===== config.mk =====
export PLATFORM = sky130hd
export DESIGN_NAME = alu_cmd_issuer_flat
export DESIGN_NICKNAME = d
export VERILOG_FILES = /design/src/rtl/alu_cmd_issuer_if.sv /design/src/rtl/alu_cmd_issuer.sv /design/src/flat_wrapper.sv
export SDC_FILE = /design/constraint.sdc
export NUM_CORES = 1
export LEC_CHECK = 0
export CAP_MARGIN = 15
export CORE_MARGIN = 2
export CORE_UTILIZATION = 45
export CTS_CLUSTER_SIZE = 14
export DETAILED_ROUTE_END_ITERATION = 10
export GPL_ROUTABILITY_DRIVEN = 0
export GPL_TIMING_DRIVEN = 0
export PLACE_DENSITY = 0.75
export SYNTH_ARGS = -nofsm -noshare
export SYNTH_HDL_FRONTEND = slang
export SYNTH_SLANG_ARGS = --single-unit

===== constraint.sdc =====
create_clock -name clk -period 5.8 [get_ports clk]
set_input_delay 1.45 -clock clk [delete_from_list [all_inputs] [get_ports clk]]
set_output_delay 1.45 -clock clk [all_outputs]
set_load 0.02 [all_outputs]

===== src/rtl/alu_cmd_issuer_if.sv =====
// Command, ALU and response signal bundle for alu_cmd_issuer.
// slave is the issuer side, master is the stimulus/ALU/consumer side.
interface alu_cmd_issuer_if #(
    parameter int DATA_W = 8,
    parameter int OP_W   = 3,
    parameter int DEPTH  = 4
);
    localparam int CW = $clog2(DEPTH + 1);

    logic              cmd_valid_i;
    logic              cmd_ready_o;
    logic [DATA_W-1:0] cmd_a_i;
    logic [DATA_W-1:0] cmd_b_i;
    logic [OP_W-1:0]   cmd_op_i;
    logic [DATA_W-1:0] alu_a_o;
    logic [DATA_W-1:0] alu_b_o;
    logic [OP_W-1:0]   alu_op_o;
    logic [DATA_W-1:0] alu_result_i;
    logic              alu_zero_i;
    logic              alu_carry_i;
    logic              alu_error_i;
    logic              rsp_valid_o;
    logic              rsp_ready_i;
    logic [DATA_W-1:0] rsp_result_o;
    logic [2:0]        rsp_flags_o;
    logic [CW-1:0]     count_o;

    modport slave (
        input  cmd_valid_i, cmd_a_i, cmd_b_i, cmd_op_i,
        input  alu_result_i, alu_zero_i, alu_carry_i, alu_error_i,
        input  rsp_ready_i,
        output cmd_ready_o, alu_a_o, alu_b_o, alu_op_o,
        output rsp_valid_o, rsp_result_o, rsp_flags_o, count_o
    );

    modport master (
        output cmd_valid_i, cmd_a_i, cmd_b_i, cmd_op_i,
        output alu_result_i, alu_zero_i, alu_carry_i, alu_error_i,
        output rsp_ready_i,
        input  cmd_ready_o, alu_a_o, alu_b_o, alu_op_o,
        input  rsp_valid_o, rsp_result_o, rsp_flags_o, count_o
    );
endinterface


===== src/rtl/alu_cmd_issuer.sv =====
// ALU command stage: FIFO-buffered commands issued one at a time,
// result captured after the ALU latency and held on a valid/ready response.
module alu_cmd_issuer #(
    parameter int DATA_W  = 8,
    parameter int OP_W    = 3,
    parameter int DEPTH   = 4,
    parameter int ALU_LAT = 1
) (
    input logic            clk,
    input logic            rst,
    alu_cmd_issuer_if.slave bus
);
    localparam int AW = $clog2(DEPTH);
    localparam int CW = $clog2(DEPTH + 1);
    localparam int EW = 2 * DATA_W + OP_W;

    typedef enum logic [1:0] {IDLE, WAIT, RESP} state_t;

    state_t            state;
    logic [EW-1:0]     mem [DEPTH];
    logic [AW-1:0]     wr_ptr;
    logic [AW-1:0]     rd_ptr;
    logic [CW-1:0]     count;
    logic [2:0]        lat_cnt;
    logic              full;
    logic              empty;
    logic              push;
    logic              pop;
    logic [DATA_W-1:0] alu_a;
    logic [DATA_W-1:0] alu_b;
    logic [OP_W-1:0]   alu_op;
    logic              rsp_valid;
    logic [DATA_W-1:0] rsp_result;
    logic [2:0]        rsp_flags;

    assign full  = (count == CW'(DEPTH));
    assign empty = (count == '0);
    // Full blocks a push even when a pop frees a slot the same cycle.
    assign push  = bus.cmd_valid_i && !full;
    assign pop   = !empty &&
                   ((state == IDLE) ||
                    (state == RESP && bus.rsp_ready_i));

    assign bus.cmd_ready_o  = !full;
    assign bus.count_o      = count;
    assign bus.alu_a_o      = alu_a;
    assign bus.alu_b_o      = alu_b;
    assign bus.alu_op_o     = alu_op;
    assign bus.rsp_valid_o  = rsp_valid;
    assign bus.rsp_result_o = rsp_result;
    assign bus.rsp_flags_o  = rsp_flags;

    always_ff @(posedge clk) begin
        if (rst) begin
            wr_ptr <= '0;
            rd_ptr <= '0;
            count  <= '0;
        end else begin
            if (push) begin
                mem[wr_ptr] <= {bus.cmd_op_i, bus.cmd_b_i, bus.cmd_a_i};
                wr_ptr      <= wr_ptr + 1'b1;
            end
            if (pop) begin
                rd_ptr <= rd_ptr + 1'b1;
            end
            case ({push, pop})
                2'b10:   count <= count + 1'b1;
                2'b01:   count <= count - 1'b1;
                default: count <= count;
            endcase
        end
    end

    always_ff @(posedge clk) begin
        if (rst) begin
            state      <= IDLE;
            lat_cnt    <= '0;
            alu_a      <= '0;
            alu_b      <= '0;
            alu_op     <= '0;
            rsp_valid  <= 1'b0;
            rsp_result <= '0;
            rsp_flags  <= '0;
        end else begin
            if (pop) begin
                {alu_op, alu_b, alu_a} <= mem[rd_ptr];
            end
            case (state)
                IDLE: begin
                    if (!empty) begin
                        state   <= WAIT;
                        lat_cnt <= 3'(ALU_LAT);
                    end
                end
                WAIT: begin
                    if (lat_cnt == '0) begin
                        rsp_result <= bus.alu_result_i;
                        rsp_flags  <= {bus.alu_error_i,
                                       bus.alu_carry_i,
                                       bus.alu_zero_i};
                        rsp_valid  <= 1'b1;
                        state      <= RESP;
                    end else begin
                        lat_cnt <= lat_cnt - 1'b1;
                    end
                end
                RESP: begin
                    if (bus.rsp_ready_i) begin
                        rsp_valid <= 1'b0;
                        if (!empty) begin
                            state   <= WAIT;
                            lat_cnt <= 3'(ALU_LAT);
                        end else begin
                            state <= IDLE;
                        end
                    end
                end
                default: state <= IDLE;
            endcase
        end
    end
endmodule

===== src/flat_wrapper.sv =====
// flat-port wrapper written by rule: the top's interface ports become plain ports
module alu_cmd_issuer_flat 
#(
    parameter int DATA_W  = 8,
    parameter int OP_W    = 3,
    parameter int DEPTH   = 4,
    parameter int ALU_LAT = 1
)
  (clk, rst, bus_cmd_valid_i, bus_cmd_a_i, bus_cmd_b_i, bus_cmd_op_i, bus_alu_result_i, bus_alu_zero_i, bus_alu_carry_i, bus_alu_error_i, bus_rsp_ready_i, bus_cmd_ready_o, bus_alu_a_o, bus_alu_b_o, bus_alu_op_o, bus_rsp_valid_o, bus_rsp_result_o, bus_rsp_flags_o, bus_count_o);
  alu_cmd_issuer_if #(.DATA_W(DATA_W), .OP_W(OP_W), .DEPTH(DEPTH)) bus_i ();
  input logic clk;
  input logic rst;
  input wire logic [$bits(bus_i.cmd_valid_i)-1:0] bus_cmd_valid_i;
  input wire logic [$bits(bus_i.cmd_a_i)-1:0] bus_cmd_a_i;
  input wire logic [$bits(bus_i.cmd_b_i)-1:0] bus_cmd_b_i;
  input wire logic [$bits(bus_i.cmd_op_i)-1:0] bus_cmd_op_i;
  input wire logic [$bits(bus_i.alu_result_i)-1:0] bus_alu_result_i;
  input wire logic [$bits(bus_i.alu_zero_i)-1:0] bus_alu_zero_i;
  input wire logic [$bits(bus_i.alu_carry_i)-1:0] bus_alu_carry_i;
  input wire logic [$bits(bus_i.alu_error_i)-1:0] bus_alu_error_i;
  input wire logic [$bits(bus_i.rsp_ready_i)-1:0] bus_rsp_ready_i;
  output wire logic [$bits(bus_i.cmd_ready_o)-1:0] bus_cmd_ready_o;
  output wire logic [$bits(bus_i.alu_a_o)-1:0] bus_alu_a_o;
  output wire logic [$bits(bus_i.alu_b_o)-1:0] bus_alu_b_o;
  output wire logic [$bits(bus_i.alu_op_o)-1:0] bus_alu_op_o;
  output wire logic [$bits(bus_i.rsp_valid_o)-1:0] bus_rsp_valid_o;
  output wire logic [$bits(bus_i.rsp_result_o)-1:0] bus_rsp_result_o;
  output wire logic [$bits(bus_i.rsp_flags_o)-1:0] bus_rsp_flags_o;
  output wire logic [$bits(bus_i.count_o)-1:0] bus_count_o;
  assign bus_i.cmd_valid_i = bus_cmd_valid_i;
  assign bus_i.cmd_a_i = bus_cmd_a_i;
  assign bus_i.cmd_b_i = bus_cmd_b_i;
  assign bus_i.cmd_op_i = bus_cmd_op_i;
  assign bus_i.alu_result_i = bus_alu_result_i;
  assign bus_i.alu_zero_i = bus_alu_zero_i;
  assign bus_i.alu_carry_i = bus_alu_carry_i;
  assign bus_i.alu_error_i = bus_alu_error_i;
  assign bus_i.rsp_ready_i = bus_rsp_ready_i;
  assign bus_cmd_ready_o = bus_i.cmd_ready_o;
  assign bus_alu_a_o = bus_i.alu_a_o;
  assign bus_alu_b_o = bus_i.alu_b_o;
  assign bus_alu_op_o = bus_i.alu_op_o;
  assign bus_rsp_valid_o = bus_i.rsp_valid_o;
  assign bus_rsp_result_o = bus_i.rsp_result_o;
  assign bus_rsp_flags_o = bus_i.rsp_flags_o;
  assign bus_count_o = bus_i.count_o;
  alu_cmd_issuer #(.DATA_W(DATA_W), .OP_W(OP_W), .DEPTH(DEPTH), .ALU_LAT(ALU_LAT)) u_core (.clk(clk), .rst(rst), .bus(bus_i));
endmodule

# After elaboration in Yosys (flattened, before gate mapping)
# Memory sizes are Yosys's and may differ from the RTL's. A register that Yosys moved wholly into a read port is not among the register bits.
# Cells that the tools add are included.
dict set report classes {
  add_sub_neg 5
  multipliers 0
  div_mod_pow 0
  magnitude_cmp 0
  eq_ne 9
  n_shift 0
  mux 16
  n_bitwise 0
  n_reduce_logical 16
}
# cell count
set op_table {}
lappend op_table {{two-way mux 3 bit} 3}
lappend op_table {{case mux 3 bit (3 select lines)} 1}
lappend op_table {{AND reduction 3 bit} 3}
lappend op_table {{zero test 3 bit} 2}
lappend op_table {{two-way mux 1 bit} 6}
lappend op_table {{two-way mux 2 bit} 3}
lappend op_table {{!= test 2 bit, second input constant} 3}
lappend op_table {{case mux 2 bit (3 select lines)} 1}
lappend op_table {{case mux 3 bit (2 select lines)} 1}
lappend op_table {{subtractor 3 x 1 -> 3 bit, second input constant} 2}
lappend op_table {{adder 2 x 1 -> 2 bit, second input constant} 2}
lappend op_table {{== test 2 x 1 -> 1 bit, second input constant} 2}
lappend op_table {{== test 2 bit, second input constant} 2}
lappend op_table {{nonzero test 2 bit} 2}
lappend op_table {{adder 3 x 1 -> 3 bit, second input constant} 1}
lappend op_table {{== test 3 bit, second input constant} 1}
lappend op_table {{logical AND 1 bit} 3}
lappend op_table {{nonzero test 3 bit} 1}
lappend op_table {{zero test 1 bit} 2}
lappend op_table {{zero test 2 bit} 1}
lappend op_table {{!= test 2 x 1 -> 1 bit, second input constant} 1}
lappend op_table {{case mux 1 bit (2 select lines)} 1}
lappend op_table {{AND reduction 2 bit} 1}
lappend op_table {{logical OR 1 bit} 1}
dict set report totals {
  reg_bits 24
  latchBits 0
  ramBits 76
  romBits 0
  in_bits 34
  memories 1
}
# memory words word_bits read_ports rd_clocked_by_memory_dff wr line_no
set mem_list {}
lappend mem_list {u_core.mem 4 19 1 1 1 alu_cmd_issuer.sv:20} ;# logic [EW-1:0] mem [DEPTH];

# Depth between registers and ports, before layout
# Gate-level depths: netlist of run 1.
dict set report logic_depth {
  word_depth 6
  mapped_depth 10
}

# Least setup slack after synthesis of run 1
# No wires, ideal clock.
dict set report synth_timing {
  path_type {input to register}
  start {input bus_rsp_ready_i}
  end {register u_core.count[2], in the netlist u_core.bus.count_o[2]}
  t_arrival_ns 3.166
  required_ns 5.730
  setup_slack_ns 2.564
  stages 10
  path_cell_list {nor2b_2 -> or3_4 -> inv_4 -> buf_6 -> ha_1 -> inv_1 -> fa_1 -> xor2_1 -> or3_1 -> a21oi_1}
}
dict set report synth_between {
  elab_chain_len 5
  word_cells_on_any_way 7
  cone_classes {eq/ne: 2; mux: 1; reduce/logical: 4}
}
# element line_no
set synth_rtl {}
lappend synth_rtl {{from (decl)} flat_wrapper.sv:21} ;# input wire logic [$bits(bus_i.rsp_ready_i)-1:0] bus_rsp_ready_i;
lappend synth_rtl {{logical AND 1 bit *} alu_cmd_issuer.sv:42} ;# (state == RESP && bus.rsp_ready_i));
lappend synth_rtl {{logical OR 1 bit *} alu_cmd_issuer.sv:41} ;# ((state == IDLE) ||
lappend synth_rtl {{logical AND 1 bit *} alu_cmd_issuer.sv:40} ;# assign pop = !empty &&
lappend synth_rtl {{== test 2 x 1 -> 1 bit or == test 2 bit (tied branches)} alu_cmd_issuer.sv:66} ;# case ({push, pop})
lappend synth_rtl {{case mux 3 bit (2 select lines) or nonzero test 2 bit (tied branches)} --}
lappend synth_rtl {{to (signal assigned)} alu_cmd_issuer.sv:67} ;# 2'b10: count <= count + 1'b1;
lappend synth_rtl {{to (signal assigned)} alu_cmd_issuer.sv:68} ;# 2'b01: count <= count - 1'b1;
lappend synth_rtl {{to (signal assigned)} alu_cmd_issuer.sv:69} ;# default: count <= count;
lappend synth_rtl {{to (decl)} alu_cmd_issuer.sv:23} ;# logic [CW-1:0] count;
# Mark *: on every way between the ends. The rest lies on a longest branch, timed or not.
# A chain may end at the register's enable or synchronous reset.

# Final worst setup path of run 1
# Same ends and word-level chain as after synthesis.

==> flow_metrics.py, run 1 <==
metrics = {
    "global_routing": {
        "grtUsageMet2_pct": 27.5,
        "grt_pass1_wl_um": 13900,
        "grt_use_met1_pct": 21.5,
        "overflow": 0,
        "grt_max_degree": 20,
        "grt_usage_pct": 17.0,
        "grt_pass1_vias": 2648,
        "grt_busiest_layer": "met2",
        "use_met3_pct": 5.16,
        "grt_antenna_before_repair": 0,
    },
    "final_layout": {
        "num_antenna_cells": 0,
        "drive_above_1_share_pct": 14.2,
        "final_common_cell": "edfxtp_1",
        "final_area_um2": 5880,
        "final_cell_mix": "76 x edfxtp_1, 67 x clkdlybuf4s50_1, 63 x nand2_1, 43 x dfxtp_1, 37 x a21oi_1",
        "fill_cells": 755,
        "nNetsFinal": 437,
        "syn_to_final_growth_pct": 31.6,
    },
    "worst_setup_path": {
        "cp.required_ns": 6.23,
        "cp_max_fo": 10,
        "cp.arrival_ns": 3.89,
        "cp_num_buf_inv": 4,
        "path_delay_family": "buffers and inverters",
        "critPathMaxStageDelay_ns": 0.53,
        "end_kind": "flop",
        "slowest_stage": "clkdlybuf4s50_1",
        "cp_cell_sequence": "clkdlybuf4s50_1, nor2b_2, or3_4, inv_4, buf_6, ha_1, inv_1, fa_1, xor2_1, or3_1, a21oi_1",
        "critPathLaunchType": "primary input",
        "crit_type": "in2reg",
    },
    "sta": {
        "max_freq_mhz": 289,
        "tightestPinTransition_ns": 1.06,
        "setup_tns_ns": 0,
        "setup_ws_ns": 2.34,
        "whs_ns": 0.454,
        "finalClockSkew_ns": 0.00658,
        "timing_hold_violations_final": 0,
        "min_period_ns": 3.46,
        "slew_headroom_pct": 29.2,
        "finalSetupViolCount": 0,
        "slew_viol_final": 0,
        "rsz0062_at_grt": "false",
        "period_share_pct": 59.7,
    },
    "clock_network": {
        "cts_sinks": 119,
        "clk_latency_ns": 0.50,
        "ctsHoldBuffers": 0,
        "path_clk_slew_ns": 0.06,
        "postCtsSetupRepairBufs": 0,
        "ctsRootBufferMaster": "clkbuf_8",
        "post_cts_resized": 0,
        "tritoncts": "built",
        "cts-buffers-inserted": 17,
        "htreeDepth": 4,
        "cts_buffer_depth": 2,
    },
    "power": {
        "peakVddDrop_mv": 0.285,
        "seq_power_share_pct": 36.9,
        "netSwitchingFraction_pct": 30.7,
        "pwr-share-comb_pct": 29.6,
        "p_int_mw": 2.09,
        "p_sw_uw": 924,
        "p_leak_nw": 1.97,
        "p_clk_share_pct": 33.5,
        "p_per_area_nw_per_um2": 512,
    },
    "synth": {
        "seq_area_frac_synth_pct": 70.3,
        "ys_ff_latch": 119,
        "syn-num-nets": 351,
        "netlist_area_um2": 4470,
        "synth_cell_types": 33,
        "postSynthCellCount": 309,
        "syn_avg_cell_area_um2": 14.5,
        "yosys_warnings": 0,
    },
    "die": {
        "floorplan.die_area_um2": 10700,
        "rows": 36,
        "num_io_pins": 69,
        "die_y_um": 104,
        "initial_core_util_pct": 45.9,
        "core-area_um2": 9730,
        "die_w_um": 104,
    },
    "drt": {
        "wl_per_cell_um": 16.0,
        "detail-route-antenna-nets": 0,
        "num_vias": 2720,
        "drtPass1Iterations": 4,
        "drc": 0,
        "drt-initial-drc-count": 120,
        "drt_wl_total_um": 8680,
        "avgViaCountPerCell": 5.03,
    },
    "job": {
        "drv_cap": 0,
    },
    "place": {
        "hpwlAfterDp_um": 5360,
        "portBuffers": 67,
        "pre_cts_slack_ns": 1.83,
        "placed_area_um2": 5310,
    },
    "hold_path": {
        "hp-class": "reg2reg",
    },
    "outcome": {
        "status": "finished, final reports clean",
    },
}
per-layer routing:
layer / up-vias / routed length, um
met5: - / 0
met4: 0 / 89
met1: 1338 / 3630
met2: 80 / 4460
met3: 6 / 493
li1: 1296 / -
stage by stage:
stage	total power, mW	util [%]	std cells
2_1_floorplan	1.69	-	309
3_5_place_dp	2.03	54.6	509
4_1_cts	3.04	60.5	541
3_3_place_gp	2.00	54.6	509
6_report	3.01	60.5	541
5_1_grt	3.16	60.5	541
cells by family (layout without fill, tap and decap cells):
group / Yosys count / after routing / synth area share, %
AO/OA/AOI/OAI: 40 / 40 / 4.56
XOR/XNOR: 5 / 5 / 0.980
adder cells (fa/ha/maj): 8 / 8 / 2.41
buffers and inverters: 23 / 122 / 2.55
flip-flops: 119 / 119 / 70.3
multiplexers: 19 / 19 / 9.57
AND/OR/NAND/NOR: 95 / 95 / 9.63
power by group through the flow:
stage          combinational (mW)  sequential (mW)  clock [mW]
5_1_grt                     0.967             1.13        1.06
3_3_place_gp                0.876             1.12           0
6_report                    0.891             1.11        1.01
3_5_place_dp                0.899             1.13           0
4_1_cts                     0.904             1.11        1.02
2_1_floorplan               0.471             1.22           0
area by class of cell:
class	instances	area, um^2	area share (%)
clock buffers	18	418	7.10
well taps	133	166	2.83
multi-input cells	167	1210	20.6
clock inverters	14	158	2.68
flip-flops and latches	119	3140	53.4
inverters	8	32.5	0.553
plain buffers	15	81.3	1.38
repair buffers	67	671	11.4
cell usage after synthesis (all sizes together):
| cell | count | share of area, % |
|---|---|---|
| a21o | 1 | 0.17 |
| nand3b | 3 | 0.50 |
| nor2b | 2 | 0.34 |
| nand2 | 63 | 5.3 |
| xnor2 | 3 | 0.59 |
| edfxtp | 76 | 51 |
| buf | 6 | 1.1 |
| nand3 | 1 | 0.11 |
| or3 | 4 | 0.67 |
| a31oi | 1 | 0.14 |
| fa | 1 | 0.45 |
| nor3 | 2 | 0.34 |
| ha | 7 | 2.0 |
| nor3b | 1 | 0.17 |
| a21oi | 37 | 4.1 |
| nor2 | 11 | 0.92 |
| nor4b | 1 | 0.20 |
| clkbuf | 9 | 0.76 |
| o21ai | 1 | 0.11 |
| and2 | 4 | 0.56 |
| dfxtp | 43 | 19 |
| inv | 8 | 0.73 |
| xor2 | 2 | 0.39 |
| nand2b | 1 | 0.14 |
| or3b | 2 | 0.39 |
| mux4 | 19 | 9.6 |
worst paths after layout:
kind / start / end / slack [ns] / cells after the start
worst max register to register: u_core.bus.count_o[0]$_SDFFE_PP0P_ / u_core.bus.count_o[2]$_SDFFE_PP0P_ / 3.32 / 10
worst min-delay path: u_core.bus.alu_b_o[3]$_SDFFE_PP0N_ / u_core.bus.alu_b_o[3]$_SDFFE_PP0N_ / 0.45 / 2
worst max-delay path: bus_rsp_ready_i / u_core.bus.count_o[2]$_SDFFE_PP0P_ / 2.34 / 11
worst min register to register: u_core.bus.alu_b_o[3]$_SDFFE_PP0N_ / u_core.bus.alu_b_o[3]$_SDFFE_PP0N_ / 0.45 / 2
flip-flops by register name (all words and copies together) (netlist names):
name and count:
u_core.bus.alu_a_o 8, u_core.bus.alu_b_o 8, u_core.bus.alu_op_o 3, u_core.bus.count_o 3, u_core.bus.rsp_flags_o 3, u_core.bus.rsp_result_o 8
u_core.bus.rsp_valid_o 1, u_core.lat_cnt 3, u_core.mem 76, u_core.rd_ptr 2, u_core.state 2, u_core.wr_ptr 2
worst reg2reg max path, delay by kind of cell, from the launching register on:
| family | cells | cell delay [ns] |
|---|---|---|
| simple gates | 3 | 0.80 |
| fa+ha+maj | 2 | 0.56 |
| flops | 1 | 0.43 |
| buf+inv | 3 | 0.31 |
| compound gates | 1 | 0.14 |
| xor+xnor | 1 | 0.16 |
Note: power is estimated with default switching activity, not from simulation.
==> run 2, diff against run 1 <==
Settings changed: PLACE_DENSITY 0.75 to 0.77.
Clock period 5.8 ns to 2.8 ns, I/O delays scaled along.
==> run 2 against run 1 <==
  * Total power up 110%
  * Flip-flop and latch count unchanged
  * Via count down 0.70%
  * Worst setup slack worse by 2.2 ns
  * Final cell count unchanged
  * Die area unchanged
  * Critical endpoint unchanged
==> flow_metrics.py, run 2 (synthesis gave the netlist of run 1 again) <==
metrics = {
    "outcome": {
        "status": "finished, final reports clean",
    },
    "worst_setup_path": {
        "critPathLaunchType": "primary input",
        "crit_type": "in2reg",
        "path_delay_family": "buffers and inverters",
        "end_kind": "flop",
        "cp_num_buf_inv": 4,
        "r2r_slack_ns": 0.36,
        "cp_cell_sequence": "clkdlybuf4s50_1, nor2b_2, or3_4, inv_4, buf_6, ha_1, inv_1, fa_1, xor2_1, or3_1, a21oi_1",
        "cp_max_fo": 10,
        "ff2ff_path_depth": 10,
        "r2r-start": "u_core.bus.count_o[0]$_SDFFE_PP0P_",
        "reg2reg_to": "u_core.bus.count_o[2]$_SDFFE_PP0P_",
        "slowest_stage": "clkdlybuf4s50_1",
        "cp.arrival_ns": 3.11,
        "critPathMaxStageDelay_ns": 0.52,
        "cp.required_ns": 3.24,
    },
    "sta": {
        "finalSetupViolCount": 0,
        "setup_ws_ns": 0.132,
        "tightestPinTransition_ns": 1.01,
        "min_period_ns": 2.67,
        "finalClockSkew_ns": 0.00830,
        "timing_hold_violations_final": 0,
        "max_freq_mhz": 375,
        "rsz0062_at_grt": "false",
        "setup_tns_ns": 0,
        "slew_viol_final": 0,
        "slew_headroom_pct": 32.7,
        "period_share_pct": 95.3,
    },
    "final_layout": {
        "fill_cells": 757,
        "final_cells": 541,
        "num_antenna_cells": 0,
        "largest_reg_flops": 76,
        "final_common_cell": "edfxtp_1",
        "drive_above_1_share_pct": 14.0,
        "final_cell_mix": "76 x edfxtp_1, 67 x clkdlybuf4s50_1, 63 x nand2_1, 43 x dfxtp_1, 37 x a21oi_1",
        "regMostFlops": "u_core.mem",
        "syn_to_final_growth_pct": 32.0,
        "nNetsFinal": 437,
    },
    "hold_path": {
        "worstHoldStart": "u_core.bus.rsp_result_o[2]$_SDFFE_PP0P_",
        "holdPathEnd": "u_core.bus.rsp_result_o[2]$_SDFFE_PP0P_",
        "hp-class": "reg2reg",
        "hold_depth": 2,
    },
    "global_routing": {
        "grt_antenna_before_repair": 0,
        "grt_max_degree": 20,
        "overflow": 0,
        "grt_pass1_wl_um": 13500,
        "grt_pass1_vias": 2762,
        "grt_usage_pct": 16.6,
    },
    "drt": {
        "drt_wl_total_um": 8380,
        "detail-route-antenna-nets": 0,
        "drc": 0,
        "drtPass1Iterations": 4,
        "wl_per_cell_um": 15.5,
        "drt-initial-drc-count": 117,
        "num_vias": 2701,
        "avgViaCountPerCell": 4.99,
    },
    "die": {
        "num_io_pins": 69,
        "floorplan.die_area_um2": 10700,
        "initial_core_util_pct": 45.9,
        "core-area_um2": 9730,
        "die_y_um": 104,
        "die_w_um": 104,
        "rows": 36,
    },
    "clock_network": {
        "ctsRootBufferMaster": "clkbuf_8",
        "tritoncts": "built",
        "post_cts_resized": 0,
        "cts_buffer_depth": 2,
        "cts_sinks": 119,
        "path_clk_slew_ns": 0.05,
        "clk_latency_ns": 0.51,
        "postCtsSetupRepairBufs": 0,
        "cts-buffers-inserted": 17,
        "ctsHoldBuffers": 0,
        "htreeDepth": 4,
    },
    "power": {
        "power_mw": 6.31,
        "pwr-share-comb_pct": 29.2,
        "seq_power_share_pct": 36.5,
        "peakVddDrop_mv": 0.574,
        "p_leak_nw": 1.99,
        "netSwitchingFraction_pct": 29.6,
        "p_clk_share_pct": 34.2,
        "p_int_mw": 4.44,
        "p_sw_mw": 1.87,
        "p_per_area_nw_per_um2": 1070,
    },
    "place": {
        "dpl.cell_count": 509,
        "pre_cts_slack_ns": -0.390,
        "hpwlAfterDp_um": 5280,
        "portBuffers": 67,
    },
    "job": {
        "drv_cap": 0,
    },
}
-- run 2: per-stage QoR --
stage	utilization [%]	cell area (um^2)	hold WS, ns
2_1_floorplan	-	4470	0.469
3_3_place_gp	54.6	5310	0.443
6_report	60.7	5900	0.452
3_5_place_dp	54.6	5310	0.448
4_1_cts	60.7	5900	0.456
5_1_grt	60.7	5900	0.471
-- run 2: worst max path at each step --
stage                          startpoint                                  to  cells past startpoint
after floorplan           bus_rsp_ready_i  u_core.bus.count_o[2]$_SDFFE_PP0P_                     10
after global placement    bus_rsp_ready_i  u_core.bus.count_o[2]$_SDFFE_PP0P_                     11
after detailed placement  bus_rsp_ready_i  u_core.bus.count_o[2]$_SDFFE_PP0P_                     11
after global routing      bus_rsp_ready_i  u_core.bus.count_o[2]$_SDFFE_PP0P_                     11
final                     bus_rsp_ready_i  u_core.bus.count_o[2]$_SDFFE_PP0P_                     11
after CTS                 bus_rsp_ready_i  u_core.bus.count_o[2]$_SDFFE_PP0P_                     11
-- run 2: layout make-up --
class | instances | area, um^2 | share of cell area [%]
Multi-Input combinational cell | 167 | 1210 | 20.6
Clock inverter | 11 | 155 | 2.63
Timing Repair Buffer | 67 | 671 | 11.4
Inverter | 8 | 32.5 | 0.551
Buffer | 15 | 81.3 | 1.38
Tap cell | 133 | 166 | 2.82
Sequential cell | 119 | 3140 | 53.3
Clock buffer | 21 | 439 | 7.44
-- run 2: metal layers --
| layer | part of all wire (%) | up-vias | track usage (%) |
|---|---|---|---|
| met5 | 0 | - | 0 |
| met4 | 1.6 | 0 | 7.72 |
| met3 | 5.8 | 9 | 5.60 |
| met2 | 50 | 79 | 27.2 |
| met1 | 42 | 1323 | 19.9 |
| li1 | - | 1290 | - |
-- run 2: power by group through the flow --
| stage | sequential [mW] | clock, mW | combinational, mW |
|---|---|---|---|
| finish | 2.30 | 2.16 | 1.85 |
| global route | 2.34 | 2.26 | 2.01 |
| CTS | 2.31 | 2.19 | 1.87 |
| detailed placement | 2.34 | 0 | 1.86 |
| global placement | 2.32 | 0 | 1.82 |
| floorplan | 2.52 | 0 | 0.977 |
-- run 2: tightest hold or removal path, stage by stage (launching register included) --
cell and delay, ns:
dfxtp_1 0.30, nand2_1 0.05, a21oi_1 0.05
==> run 3, diff against run 2 <==
Settings changed: SLEW_MARGIN set to 5.
==> results of run 3 <==
The final DEF is identical to that of run 2; final timing and power are the same.
